[src/rtl/gbf_sched_pkg.sv]
// Shared definitions for the GBF port schedulers (input-side and weight-side).
//   sched_state_t : scheduler FSM encoding
//   tile_base()   : tile index -> GBF base word address, reduced mod the buffer depth
package gbf_sched_pkg;

  typedef enum logic [1:0] {S_IDLE, S_ARB, S_BURST, S_DRAIN} sched_state_t;

  // Wide enough for IDX_W*2 + $clog2(BURST_LEN) bits of intermediate product at any
  // practical parameterisation, so the modulo sees the full value.
  localparam int CALC_W = 64;

  function automatic logic [CALC_W-1:0] tile_base(
    input logic [CALC_W-1:0] i,
    input logic [CALC_W-1:0] k,
    input logic [CALC_W-1:0] kdim,
    input logic [CALC_W-1:0] burst_len,
    input logic [CALC_W-1:0] height
  );
    logic [CALC_W-1:0] tile;
    tile = i * kdim + k;
    return (tile * burst_len) % height;
  endfunction

endpackage

[src/rtl/gbf_port_scheduler_rr_pick.sv]
// rr_pick: combinational circular first-one search.
//   cand   : candidate request vector
//   ptr    : search starts at this index and wraps around
//   onehot : one-hot of the selected candidate (zero when none)
//   bin    : binary index of the selected candidate
//   valid  : at least one candidate was set
module rr_pick #(
  parameter int N = 4,
  parameter int W = (N > 1) ? $clog2(N) : 1
) (
  input  logic [N-1:0] cand,
  input  logic [W-1:0] ptr,
  output logic [N-1:0] onehot,
  output logic [W-1:0] bin,
  output logic         valid
);

  always_comb begin
    logic [W-1:0] idx;
    onehot = '0;
    bin    = '0;
    valid  = 1'b0;
    idx    = '0;
    for (int unsigned off = 0; off < N; off++) begin
      idx = W'((32'(ptr) + off) % N);
      if (!valid && cand[idx]) begin
        valid       = 1'b1;
        onehot[idx] = 1'b1;
        bin         = idx;
      end
    end
  end

endmodule

[src/rtl/gbf_port_scheduler.sv]
// gbf_port_scheduler: sequences one GBF read port shared by NUM_REQ PEs.
// After start, pending requests within the latched mask are granted round-robin,
// one BURST_LEN-word tile burst each; done pulses once every masked PE is served.
//   clk, rst            : clock, asynchronous active-low reset
//   start, active_mask  : begin a round; mask of PEs to serve (sampled on start)
//   req, i_idx, k_idx   : per-PE requests and packed tile indices
//   grant, sel          : one-hot / binary granted PE (held through the drain cycle)
//   addr, addr_valid    : GBF read address and beat strobe
//   data_valid          : addr_valid delayed by the RAM read latency
//   burst_done, busy, done : end-of-burst pulse, not-idle flag, end-of-round pulse
// Build option SCHED_PERF_CNT_EN adds perf_bursts / perf_wait saturating counters.
module gbf_port_scheduler
  import gbf_sched_pkg::*;
#(
  parameter int NUM_REQ   = 4,
  parameter int IDX_W     = 8,
  parameter int KDIM      = 3,
  parameter int BURST_LEN = 16,
  parameter int HEIGHT    = 96,
  parameter int ADDR_W    = $clog2(HEIGHT)
) (
  input  logic                       clk,
  input  logic                       rst,
  input  logic                       start,
  input  logic [NUM_REQ-1:0]         active_mask,
  input  logic [NUM_REQ-1:0]         req,
  input  logic [NUM_REQ*IDX_W-1:0]   i_idx,
  input  logic [NUM_REQ*IDX_W-1:0]   k_idx,
  output logic [NUM_REQ-1:0]         grant,
  output logic [$clog2(NUM_REQ)-1:0] sel,
  output logic [ADDR_W-1:0]          addr,
  output logic                       addr_valid,
  output logic                       data_valid,
  output logic                       burst_done,
  output logic                       busy,
  output logic                       done
`ifdef SCHED_PERF_CNT_EN
  ,
  output logic [15:0]                perf_bursts,
  output logic [15:0]                perf_wait
`endif
);

  localparam int SEL_W  = $clog2(NUM_REQ);
  localparam int BEAT_W = (BURST_LEN > 1) ? $clog2(BURST_LEN) : 1;

  sched_state_t       state;
  logic [NUM_REQ-1:0] mask;
  logic [NUM_REQ-1:0] served;
  logic [SEL_W-1:0]   rr_ptr;
  logic [BEAT_W-1:0]  beat;

  logic [NUM_REQ-1:0] cand;
  logic [NUM_REQ-1:0] pick_onehot;
  logic [SEL_W-1:0]   pick_bin;
  logic               pick_valid;
  logic [IDX_W-1:0]   pick_i;
  logic [IDX_W-1:0]   pick_k;
  logic [ADDR_W-1:0]  pick_base;
  logic [SEL_W-1:0]   next_ptr;
  logic [ADDR_W-1:0]  addr_next;
  logic               last_beat;

  assign cand = req & mask & ~served;

  rr_pick #(.N(NUM_REQ), .W(SEL_W)) u_pick (
    .cand   (cand),
    .ptr    (rr_ptr),
    .onehot (pick_onehot),
    .bin    (pick_bin),
    .valid  (pick_valid)
  );

  assign pick_i    = i_idx[pick_bin*IDX_W +: IDX_W];
  assign pick_k    = k_idx[pick_bin*IDX_W +: IDX_W];
  assign pick_base = ADDR_W'(tile_base(64'(pick_i), 64'(pick_k), 64'(KDIM),
                                       64'(BURST_LEN), 64'(HEIGHT)));

  assign next_ptr  = (sel == SEL_W'(NUM_REQ - 1)) ? '0 : sel + SEL_W'(1);
  assign addr_next = (addr == ADDR_W'(HEIGHT - 1)) ? '0 : addr + ADDR_W'(1);
  assign last_beat = (beat == BEAT_W'(BURST_LEN - 1));

  always_ff @(posedge clk or negedge rst) begin
    if (!rst) begin
      state      <= S_IDLE;
      mask       <= '0;
      served     <= '0;
      rr_ptr     <= '0;
      beat       <= '0;
      grant      <= '0;
      sel        <= '0;
      addr       <= '0;
      addr_valid <= 1'b0;
      data_valid <= 1'b0;
      burst_done <= 1'b0;
      busy       <= 1'b0;
      done       <= 1'b0;
    end else begin
      done       <= 1'b0;
      burst_done <= 1'b0;
      data_valid <= addr_valid;
      case (state)
        S_IDLE: begin
          if (start) begin
            mask   <= active_mask;
            served <= '0;
            if (active_mask == '0) begin
              done <= 1'b1;
            end else begin
              busy  <= 1'b1;
              state <= S_ARB;
            end
          end
        end
        S_ARB: begin
          if (pick_valid) begin
            grant      <= pick_onehot;
            sel        <= pick_bin;
            addr       <= pick_base;
            addr_valid <= 1'b1;
            beat       <= '0;
            state      <= S_BURST;
          end
        end
        S_BURST: begin
          if (!req[sel]) begin
            // Abort: the PE is skipped this pass and stays unserved.
            addr_valid <= 1'b0;
            grant      <= '0;
            rr_ptr     <= next_ptr;
            state      <= S_ARB;
          end else if (last_beat) begin
            addr_valid <= 1'b0;
            burst_done <= 1'b1;
            state      <= S_DRAIN;
          end else begin
            addr <= addr_next;
            beat <= beat + BEAT_W'(1);
          end
        end
        S_DRAIN: begin
          served <= served | grant;
          rr_ptr <= next_ptr;
          grant  <= '0;
          if ((served | grant) == mask) begin
            done  <= 1'b1;
            busy  <= 1'b0;
            state <= S_IDLE;
          end else begin
            state <= S_ARB;
          end
        end
        default: state <= S_IDLE;
      endcase
    end
  end

`ifdef SCHED_PERF_CNT_EN
  // In ARB a non-empty cand is granted in that same cycle, so it never counts as waiting.
  logic wait_cycle;
  assign wait_cycle = (|cand) && !(|grant) && (state != S_ARB);

  always_ff @(posedge clk or negedge rst) begin
    if (!rst) begin
      perf_bursts <= '0;
      perf_wait   <= '0;
    end else if (state == S_IDLE && start) begin
      perf_bursts <= '0;
      perf_wait   <= '0;
    end else begin
      if (state == S_DRAIN && perf_bursts != '1) perf_bursts <= perf_bursts + 16'd1;
      if (wait_cycle && perf_wait != '1)         perf_wait   <= perf_wait + 16'd1;
    end
  end
`endif

endmodule

[config.mk]
export PLATFORM = sky130hd
export DESIGN_NAME = gbf_port_scheduler
export DESIGN_NICKNAME = d
export VERILOG_FILES = /design/src/rtl/gbf_sched_pkg.sv /design/src/rtl/gbf_port_scheduler_rr_pick.sv /design/src/rtl/gbf_port_scheduler.sv
export SDC_FILE = /design/constraint.sdc
export NUM_CORES = 1
export LEC_CHECK = 0
export BUFFER_PORTS_ARGS = -buffer_cell sky130_fd_sc_hd__buf_2
export CAP_MARGIN = 20
export CORE_MARGIN = 5
export CORE_UTILIZATION = 56
export DETAILED_ROUTE_END_ITERATION = 8
export GPL_TIMING_DRIVEN = 0
export HOLD_SLACK_MARGIN = 0.15
export PLACE_DENSITY = 0.83
export SKIP_CTS_REPAIR_TIMING = 1
export SYNTH_ARGS = -nofsm -noshare
export SYNTH_HDL_FRONTEND = slang
export SYNTH_SLANG_ARGS = --single-unit
[constraint.sdc]
create_clock -name clk -period 10.85 [get_ports clk]
set_input_delay 0.5425 -clock clk [delete_from_list [all_inputs] [get_ports clk]]
set_output_delay 0.5425 -clock clk [all_outputs]
set_load 0.05 [all_outputs]
==> summary.txt, run 1 <==
Status
  – Status: complete, no violations

Timing
  – Period utilization: around 84%
  – Final WS setup: between 1.5 and 2 ns
  – RSZ-0062 raised after global routing: no
  – Tightest Pin Transition: ~0.77 ns
  – Max_slew headroom: roughly 48%
  – Final setup TNS: 0 ns
  – Shortest period the worst path allows: about 9.2 ns
  – F_max: 109 MHz
  – Setup-failing EPs final: 0
  – Max Clock Skew: 0.00566 ns
  – Hold Fails Final Rpt: 0
  – Slew Limit Fails: 0

Setup path
  – R2R Path End: addr[6]
  – R2r setup slk: between 1.5 and 2 ns
  – Type of origin of the critical path: flop
  – Worst r2r src: rr_ptr[0]
  – Crit-path max FO: 10
  – R2R cell count: 32
  – CP startpoint: rr_ptr[0]
  – WP data arrival: 9.35 ns
  – Worst Setup EP: addr[6]
  – Max stage delay on crit path: approximately 0.60 ns
  – Slowest-stage cell, CP: buf_1
  – CP Capture Type: flop
  – Worst Path Required: about 11 ns
  – Worst setup path class: reg -> reg

CTS
  – Worst-Skew Late Latency: just under 0.3 ns
  – Root Buffer Master: clkbuf_8
  – TritonCTS clock tree: yes
  – H-tree depth: 2
  – Clk slew on worst S/H paths: 0.07 ns
  – Clock sink count: 34
  – TritonCTS Buffers: 5
  – Clock Tree Buf Depth: 2

Detailed routing
  – Drt drc: 0
  – DR iter-0 viols: between 300 and 400
  – DRT Pass-1 Iters: 5
  – Post-route ant nets: 0
  – Post-Route WL: roughly 10000 um
  – Drt wl/cell: about 16 um
  – DR vias: 4032
  – Avg Vias per Cell: 6.02

Yosys
  – Post-synth EDFFs: 0
  – Synth async-reset ratio: between 90% and 100%
  – Syn nets: 584
  – YS warnings: 0
  – Seq/Total Area, Yosys: between 20% and 30%
  – Seq cells post-synth: 34
  – Predominant post-synthesis flop cell: dfrtp_1
  – Distinct cells, synth: 77
  – Mean Syn Cell Area: roughly 8.4 um2
  – Mapped Cells: around 480
  – Synthesized area: around 4000 um2

Placement
  – Post-DP HPWL: between 8000 and 9000 um
  – Gp weighted congestion: between 0.9 and 1
  – Worst slack, placed: ~1.9 ns
  – Port-buffer cells: between 90 and 100

Final layout
  – ANT cells: 0
  – Register area: approximately 850 um2
  – Layout cells sized above 1: around a quarter
  – Final net count: 683
  – Area Overhead vs Synth: 16.5%
  – Area occupied by multi-input gates: 2930 um2
  – Layout fillers: 603

Floorplan
  – Die area: approximately 8900 um2
  – Chip height: ~95 um
  – Initial Utilization: between 50% and 60%
  – Die X: roughly 95 um
  – IO Pins: between 90 and 100
  – Core area: 6870 um2
  – FP Rows: 30

GRT
  – Tot GR Track Use: around a quarter
  – First-pass GRT wire length: ~18000 um
  – Initial antenna violation count: 0
  – GRT overflow: 0
  – Number of global-route vias before repair: ~4000
  – Largest net degree at the start of global routing: 35

Power and ir drop
  – NetSw: between 0.0002 and 0.0003 W
  – Sw frac: between 40% and 50%
  – Final total power: 0.000599 W
  – VDD IR-drop max: roughly 0.082 mV
  – Clock power share: between 10 and 15%
  – Combinational power share: ~64%
  – Seq pwr share: 22.0%
  – P_leak: between 2 and 2.5 nW
  – Power Dens Cells: roughly 130 nW/um2
  – P_int: 0.000329 W

Flow run
  – Max_cap viols: 0

Hold path
  – Hold Path Class: in -> async
[placed cells by master (no fill, tap or decap), drive strengths merged, types with 3 or more instances in the layout]
cell type | netlist | final
buf | 9 | 101
nor2 | 41 | 41
a21oi | 41 | 41
nand2 | 40 | 40
o21ai | 37 | 37
dfrtp | 34 | 34
mux2i | 27 | 27
ha | 26 | 26
inv | 21 | 21
mux2 | 19 | 19
clkbuf | 11 | 16
nand3 | 12 | 12
nor3 | 11 | 11
xnor2 | 11 | 11
a21o | 10 | 10
a22oi | 9 | 9
a22o | 9 | 9
fa | 8 | 8
nand4 | 7 | 7
nor4 | 7 | 7
nand2b | 7 | 7
nand3b | 5 | 5
nor2b | 5 | 5
a211oi | 5 | 5
and3 | 5 | 5
and2 | 5 | 5
xor2 | 4 | 4
a31oi | 4 | 4
or3 | 4 | 4
o31ai | 4 | 4
o221a | 3 | 3
clkinv | 1 | 3
[power by group through the flow]
stage	clock network, W	logic (W)	registers, W
floorplan	0	0.000286	0.000142
detailed placement	0	0.000375	0.000134
CTS	0.0000892	0.000376	0.000132
global route	0.0000937	0.000419	0.000132
finish	0.0000868	0.000380	0.000132
global placement	0	0.000367	0.000134
[worst max-delay path: cells and delay by family, from the launching register on]
kind | cells | cell delay (ns)
buffers and inverters | 6 | 1.87
adder cells (fa/ha/maj) | 4 | 1.52
XOR/XNOR | 1 | 0.20
flip-flops | 1 | 0.54
AND/OR/NAND/NOR | 9 | 2.14
AO/OA/AOI/OAI | 12 | 2.79
[layout make-up]
type                    instances  share of cell area [%]
well taps                      96                    2.57
inverters                      22                    1.88
repair buffers                 92                    9.87
clock buffers                   5                    1.47
flip-flops and latches         34                    18.2
multi-input cells             398                    62.8
clock inverters                 2                   0.214
plain buffers                  21                    2.95
[worst min path at each step]
stage	from	endpoint	slack (ns)
4_1_cts	rst	grant[3]	0.34
3_5_place_dp	addr_valid	data_valid	0.41
3_3_place_gp	addr_valid	data_valid	0.40
2_1_floorplan	rst	addr[0]	0.25
5_1_grt	rst	mask[2]	0.40
6_report	rst	grant[3]	0.32
[state kept, by name (all words and copies together) (netlist names), 2 cells and up]
name / cells
grant: 4
addr: 7
mask: 4
beat: 4
rr_ptr: 2
served: 4
sel: 2
state: 2
[Yosys cell counts (4+ instances only)]
cell	number	share of area, %
a21o_1	8	1.5
fa_1	8	4.0
nor3_1	11	1.4
nand4_1	7	1.1
xnor2_1	11	2.4
and3_1	4	0.62
nand3_1	12	1.5
a21oi_1	37	4.6
nor4_1	7	1.1
buf_6	4	1.1
nor2b_1	5	0.78
a22oi_1	8	1.5
inv_1	21	2.0
nor2_1	40	3.7
nand2b_1	7	1.1
mux2_2	19	5.3
dfrtp_1	34	21
ha_1	26	8.1
nand2_1	40	3.7
a211oi_1	5	0.94
clkbuf_1	9	0.84
xor2_1	4	0.87
a22o_1	8	1.7
o21ai_0	34	4.2
mux2i_1	27	6.7
a31oi_1	4	0.62
nand3b_1	5	0.94
[cell families after synthesis]
kind of cell / count (synthesis) / synth area share, %
flip-flops: 34 / 21.2
multiplexers: 47 / 12.6
buffers and inverters: 43 / 5.62
adder cells (fa/ha/maj): 34 / 12.1
XOR/XNOR: 15 / 3.28
AND/OR/NAND/NOR: 155 / 19.2
AO/OA/AOI/OAI: 147 / 25.9
[metal layers]
layer | vias up | wire length (um) | track usage, %
li1 | 1947 | - | -
met1 | 1905 | 4340 | 29.2
met2 | 159 | 5190 | 44.0
met3 | 21 | 665 | 2.87
met4 | 0 | 221 | 8.41
met5 | - | 0 | 0
[per-stage QoR]
step | instances | util, % | instance area [um2] | hold slack [ns]
3_5_place_dp | 663 | 66.8 | 4590 | 0.408
4_1_cts | 670 | 67.9 | 4670 | 0.342
3_3_place_gp | 663 | 66.8 | 4590 | 0.402
5_1_grt | 670 | 67.9 | 4670 | 0.400
2_1_floorplan | 475 | - | 4010 | 0.247
6_report | 670 | 67.9 | 4670 | 0.321
Power figures use the tool's default switching activity.
==> inputs of run 2 (changes only) <==
--- a/config.mk
+++ b/config.mk
@@ -8,11 +8,11 @@
 export BUFFER_PORTS_ARGS = -buffer_cell sky130_fd_sc_hd__buf_2
 export CAP_MARGIN = 20
 export CORE_MARGIN = 5
-export CORE_UTILIZATION = 56
+export CORE_UTILIZATION = 50
 export DETAILED_ROUTE_END_ITERATION = 8
 export GPL_TIMING_DRIVEN = 0
 export HOLD_SLACK_MARGIN = 0.15
-export PLACE_DENSITY = 0.83
+export PLACE_DENSITY = 0.78
 export SKIP_CTS_REPAIR_TIMING = 1
 export SYNTH_ARGS = -nofsm -noshare
 export SYNTH_HDL_FRONTEND = slang
==> constraint.sdc (replaced) <==
create_clock -name clk -period 7.7 [get_ports clk]
set_input_delay 0.385 -clock clk [delete_from_list [all_inputs] [get_ports clk]]
set_output_delay 0.385 -clock clk [all_outputs]
set_load 0.05 [all_outputs]
==> summary.txt, run 2 (synthesis gave the netlist of run 1 again) <==
Final layout
  – Area Overhead vs Synth: 23.0% (was 16.5%)
  – Post-route cell area: 4930 um2 (was 4670 um2)
  – Layout cells sized above 1: 32.7% (was 26.5%)
  – Final net count: 698 (was 683)
  – Most frequent cells in the layout: buf_2, nand2_1, nor2_1 (unchanged)
  – ANT cells: 0 (unchanged)
  – Biggest register: addr (unchanged)
  – Max FFs per register: 7 (unchanged)
  – Layout fillers: 663 (was 603)
  – Commonest non-fill, non-tap cell in the layout: buf_2 (unchanged)

Timing
  – F_max: 136 MHz (was 109 MHz)
  – Final setup TNS: 0 ns (unchanged)
  – Period utilization: 95.4% (was 84.4%)
  – Tightest Pin Transition: 0.759 ns (was 0.771 ns)
  – Setup-failing EPs final: 0 (unchanged)
  – Shortest period the worst path allows: 7.34 ns (was 9.16 ns)
  – Max Clock Skew: 0.00506 ns (was 0.00566 ns)
  – Hold Fails Final Rpt: 0 (unchanged)
  – Max_slew headroom: 49.0% (was 48.2%)
  – Slew Limit Fails: 0 (unchanged)

Placement
  – Post-DP HPWL: 8470 um (was 8430 um)
  – Gp weighted congestion: 0.899 (was 0.904)
  – DP Area: 4600 um2 (was 4590 um2)
  – Port-buffer cells: 92 (unchanged)

Power and ir drop
  – Power Dens Cells: 177 nW/um2 (was 128 nW/um2)
  – VDD IR-drop max: 0.0847 mV (was 0.0816 mV)
  – P_leak: 2.26 nW (was 2.18 nW)

Status
  – Status: complete, no violations (unchanged)

CTS
  – Worst-Skew Late Latency: 0.29 ns (about the same)
  – TritonCTS Buffers: 5 (unchanged)
  – Clk slew on worst S/H paths: 0.07 ns (about the same)
  – Root Buffer Master: clkbuf_8 (unchanged)
  – Clock sink count: 34 (unchanged)
  – TritonCTS clock tree: yes (unchanged)
  – H-tree depth: 2 (unchanged)
  – Clock Tree Buf Depth: 2 (unchanged)

Detailed routing
  – Post-Route WL: 10800 um (was 10400 um)
  – Drt drc: 0 (unchanged)
  – DR vias: 4042 (was 4032)
  – DR iter-0 viols: 166 (was 329)
  – Post-route ant nets: 0 (unchanged)
  – Avg Vias per Cell: 5.84 (was 6.02)
  – DRT Pass-1 Iters: 5 (unchanged)
  – Drt wl/cell: 15.7 um (was 15.6 um)

Setup path
  – WP data arrival: 7.54 ns (was 9.35 ns)
  – Type of origin of the critical path: flop (unchanged)
  – Worst Path Required: 7.90 ns (was 11.04 ns)
  – Slowest-stage cell, CP: fa_1 (was buf_1)
  – Max stage delay on crit path: 0.53 ns (was 0.60 ns)
  – R2r setup slk: 0.36 ns (was 1.69 ns)
  – Crit-path max FO: 10 (unchanged)
  – R2R cell count: 31 (was 32)
  – R2R Path End: addr[6] (unchanged)
  – Worst setup path class: reg -> reg (unchanged)
  – CP Capture Type: flop (unchanged)
  – Worst r2r src: served[0] (was rr_ptr[0])

GRT
  – Largest net degree at the start of global routing: 35 (unchanged)
  – Initial antenna violation count: 0 (unchanged)
  – Tot GR Track Use: 21.6% (was 24.2%)
  – GRT overflow: 0 (unchanged)
  – First-pass GRT wire length: 18000 um (was 17700 um)
  – Number of global-route vias before repair: 3936 (was 3985)

Floorplan
  – Initial Utilization: 51.6% (was 58.3%)
  – Chip height: 99.5 um (was 94.6 um)
  – Die X: 99.5 um (was 94.6 um)
  – FP Rows: 32 (was 30)
  – IO Pins: 93 (unchanged)
  – Die area: 9910 um2 (was 8950 um2)
  – Core area: 7770 um2 (was 6870 um2)

Hold path
  – Hold Path Class: in -> async (unchanged)

Flow run
  – Max_cap viols: 0 (unchanged)
## run 2: changes by cell type in the layout (fill, tap and decap cells not counted), sizes merged
cell      change
clkbuf        +3
clkinvlp      +2
clkinv        -1
buf          +14
inv           -2
## run 2: worst max path at each step
stage	startpoint	to	slack, ns	depth (start not counted)
finish	served[0]	addr[6]	0.36	31
global placement	rr_ptr[0]	addr[6]	-0.98	32
detailed placement	rr_ptr[0]	addr[6]	-1.11	32
CTS	rr_ptr[0]	addr[6]	-1.14	32
global route	served[1]	addr[6]	-0.07	30
floorplan	rr_ptr[0]	addr[6]	0.01	32
## run 2: critical path: cells and delay by family, from the launching register on
kind	cells	cell delay, ns
AO/OA/AOI/OAI	10	2.16
XOR/XNOR	1	0.14
adder cells (fa/ha/maj)	3	1.13
buffers and inverters	4	0.66
flip-flops	1	0.42
multiplexers	3	0.65
AND/OR/NAND/NOR	10	2.08
## run 2: final cells by class
cell class	instances	area [um2]	area share, %
Timing Repair Buffer	107	573	11.6
Multi-Input combinational cell	398	3030	61.5
Sequential cell	34	853	17.3
Clock buffer	7	86.3	1.75
Inverter	22	95.1	1.93
Tap cell	102	128	2.59
Clock inverter	1	5.00	0.102
Buffer	21	155	3.15
## run 2: stage by stage
step                worst slack, ns  total power, W  std cells  utilization, %  hold WS (ns)
floorplan                    0.0143        0.000603        475               -        0.0894
global placement             -0.982        0.000697        669            59.2         0.381
detailed placement            -1.11        0.000712        669            59.2         0.404
CTS                           -1.14        0.000847        677            60.3         0.188
global route                -0.0723        0.000942        692            63.5         0.240
finish                        0.355        0.000874        692            63.5         0.167
## run 2: per-layer routing
| layer | part of all wire [%] | global-route usage (%) | vias up |
|---|---|---|---|
| li1 | - | - | 1986 |
| met1 | 42 | 27.7 | 1873 |
| met2 | 49 | 37.7 | 166 |
| met3 | 7.4 | 3.58 | 17 |
| met4 | 1.7 | 5.88 | 0 |
| met5 | 0 | 0 | - |
## run 2: power breakdown
part           leakage (nW)  total (W)  switching (W)  internal (W)
combinational          1.82   0.000551       0.000318      0.000233
clock                0.0482   0.000136      0.0000641     0.0000721
sequential            0.395   0.000186     0.00000452      0.000182
total                  2.26   0.000874       0.000387      0.000486
==> inputs of run 3 (changes only) <==
==> constraint.sdc (replaced) <==
create_clock -name clk -period 6 [get_ports clk]
set_input_delay 0.3 -clock clk [delete_from_list [all_inputs] [get_ports clk]]
set_output_delay 0.3 -clock clk [all_outputs]
set_load 0.05 [all_outputs]
==> summary.txt, run 3 (synthesis gave the netlist of run 1 again) <==
Detailed routing
  – Avg Vias per Cell: 5.77 (was 5.84)
  – Post-Route WL: 11100 um (was 10800 um)
  – Drt drc: 0 (unchanged)
  – Post-route ant nets: 0 (unchanged)
  – DR vias: 4053 (was 4042)
  – DRT Pass-1 Iters: 5 (unchanged)
  – Drt wl/cell: 15.9 um (was 15.7 um)
  – DR iter-0 viols: 247 (was 166)

Timing
  – F_max: 142 MHz (was 136 MHz)
  – Tightest Pin Transition: 0.794 ns (was 0.759 ns)
  – Slew Limit Fails: 0 (unchanged)
  – Max_slew headroom: 46.7% (was 49.0%)
  – RSZ-0062 raised after global routing: yes
  – Period utilization: 117% (was 95.4%)
  – Max Clock Skew: 0.00777 ns (was 0.00506 ns)
  – Shortest period the worst path allows: 7.03 ns (was 7.34 ns)
  – Final WS setup: -1.03 ns (was 0.355 ns)
  – Setup-failing EPs final: 2 (was 0)
  – Hold Fails Final Rpt: 0 (unchanged)

Setup path
  – Slowest-stage cell, CP: fa_2 (was fa_1)
  – Worst setup path class: reg -> reg (unchanged)
  – WP data arrival: 7.22 ns (was 7.54 ns)
  – CP top delay family: compound AO/OA/AOI/OAI gates (unchanged)
  – Crit-path max FO: 10 (unchanged)
  – CP Capture Type: flop (unchanged)
  – Most frequent CP cell: a21oi_4
  – Worst Path Required: 6.19 ns (was 7.90 ns)
  – Crit path buf inv count: 4 (unchanged)
  – Type of origin of the critical path: flop (unchanged)
  – Max stage delay on crit path: 0.60 ns (was 0.53 ns)

Final layout
  – Post-route cell area: 5240 um2 (was 4930 um2)
  – Layout cells sized above 1: 38.5% (was 32.7%)
  – Biggest register: addr (unchanged)
  – Most frequent cells in the layout: buf_2, nand2_1, nor2_1, o21ai_0, dfrtp_1 (was buf_2, nand2_1, nor2_1)
  – Final net count: 708 (was 698)
  – Max FFs per register: 7 (unchanged)
  – ANT cells: 0 (unchanged)
  – Area Overhead vs Synth: 30.6% (was 23.0%)
  – Commonest non-fill, non-tap cell in the layout: buf_2 (unchanged)

Floorplan
  – Chip height: 99.5 um (unchanged)
  – Die X: 99.5 um (unchanged)
  – IO Pins: 93 (unchanged)
  – Initial Utilization: 51.6% (unchanged)
  – Die area: 9910 um2 (unchanged)
  – FP Rows: 32 (unchanged)
  – Core area: 7770 um2 (unchanged)

CTS
  – TritonCTS clock tree: yes (unchanged)
  – H-tree depth: 2 (unchanged)
  – Clk slew on worst S/H paths: 0.07 ns (about the same)
  – Clock Tree Buf Depth: 2 (unchanged)
  – TritonCTS Buffers: 5 (unchanged)
  – Clock sink count: 34 (unchanged)
  – Worst-Skew Late Latency: 0.29 ns (about the same)
  – Root Buffer Master: clkbuf_8 (unchanged)

GRT
  – Initial antenna violation count: 0 (unchanged)
  – GR Layer Usage met3: 2.59% (was 3.58%)
  – Met1 usage: 27.0% (was 27.7%)
  – First-pass GRT wire length: 17700 um (was 18000 um)
  – GR Util met2: 37.0% (was 37.7%)
  – GRT overflow: 0 (unchanged)
  – Tot GR Track Use: 21.3% (was 21.6%)
  – Largest net degree at the start of global routing: 35 (unchanged)
  – Number of global-route vias before repair: 3930 (was 3936)
  – GR peak layer: met2 (unchanged)

Power and ir drop
  – P_leak: 2.36 nW (was 2.26 nW)
  – Power Dens Cells: 230 nW/um2 (was 177 nW/um2)
  – Final total power: 0.00121 W (was 0.000874 W)
  – VDD IR-drop max: 0.133 mV (was 0.0847 mV)

Placement
  – Post-DP HPWL: 8410 um (was 8470 um)
  – Gp weighted congestion: 0.890 (was 0.899)
  – Port-buffer cells: 92 (unchanged)
  – DP Area: 4760 um2 (was 4600 um2)

Flow run
  – Max_cap viols: 0 (unchanged)

Hold path
  – Hold Path Class: in -> async (unchanged)

Status
  – Failing checks: setup timing
  – Status: complete, but fails checks (was complete, no violations)
[run 3: cell count changes in the layout (fill, tap and decap cells not counted), sizes merged]
cell / before / now
buf: 115 / 125
clkinvlp: 2 / 0
inv: 19 / 21
[run 3: final cells by class]
cell class	count	area (um2)
inverters	22	95.1
well taps	102	128
fillers	640	2530
clock buffers	7	86.3
flip-flops and latches	34	853
multi-input cells	398	3210
plain buffers	21	185
clock inverters	1	5.00
repair buffers	117	673
[run 3: final timing paths]
check / from / end / slack [ns] / depth (start not counted)
min reg2reg: addr_valid / data_valid / 0.41 / 0
max reg2reg: rr_ptr[0] / addr[6] / -1.03 / 31
max: rr_ptr[0] / addr[6] / -1.03 / 31
max in group asynchronous: rst / rr_ptr[0] / 5.38 / 1
min: rst / mask[1] / 0.08 / 1
min in group clk: active_mask[3] / mask[3] / 0.26 / 2
[run 3: metrics by stage]
stage,util (%),hold WS [ns],setup TNS (ns),instances,worst slack (ns)
finish,67.4,0.0836,-1.93,702,-1.03
global route,67.4,0.160,-2.67,702,-1.40
CTS,62.5,0.104,-2.69,677,-1.38
detailed placement,61.3,0.400,-2.58,669,-1.33
global placement,61.3,0.381,-2.36,669,-1.22
floorplan,-,0.00441,-0.825,475,-0.475
[run 3: report_power, final]
group	switching (W)	internal, W
combinational	0.000444	0.000348
sequential	0.00000612	0.000233
clock	0.0000809	0.0000925
total	0.000531	0.000674
[run 3: worst register-to-register path: cells and delay by family, from the launching register on]
family | cells | cell delay [ns]
muxes | 2 | 0.36
buffers and inverters | 4 | 0.52
adders and majority gates | 3 | 1.03
xor gates and xnor gates | 1 | 0.15
AOI/OAI and AO/OA | 11 | 2.58
and+or+nand+nor | 10 | 1.81
DFF | 1 | 0.48
[run 3: routing by layer]
| layer | vias to the layer above | share of wire, % |
|---|---|---|
| met3 | 21 | 6.8 |
| met1 | 1872 | 41 |
| li1 | 2005 | - |
| met4 | 0 | 2.3 |
| met2 | 155 | 50 |
| met5 | - | 0 |
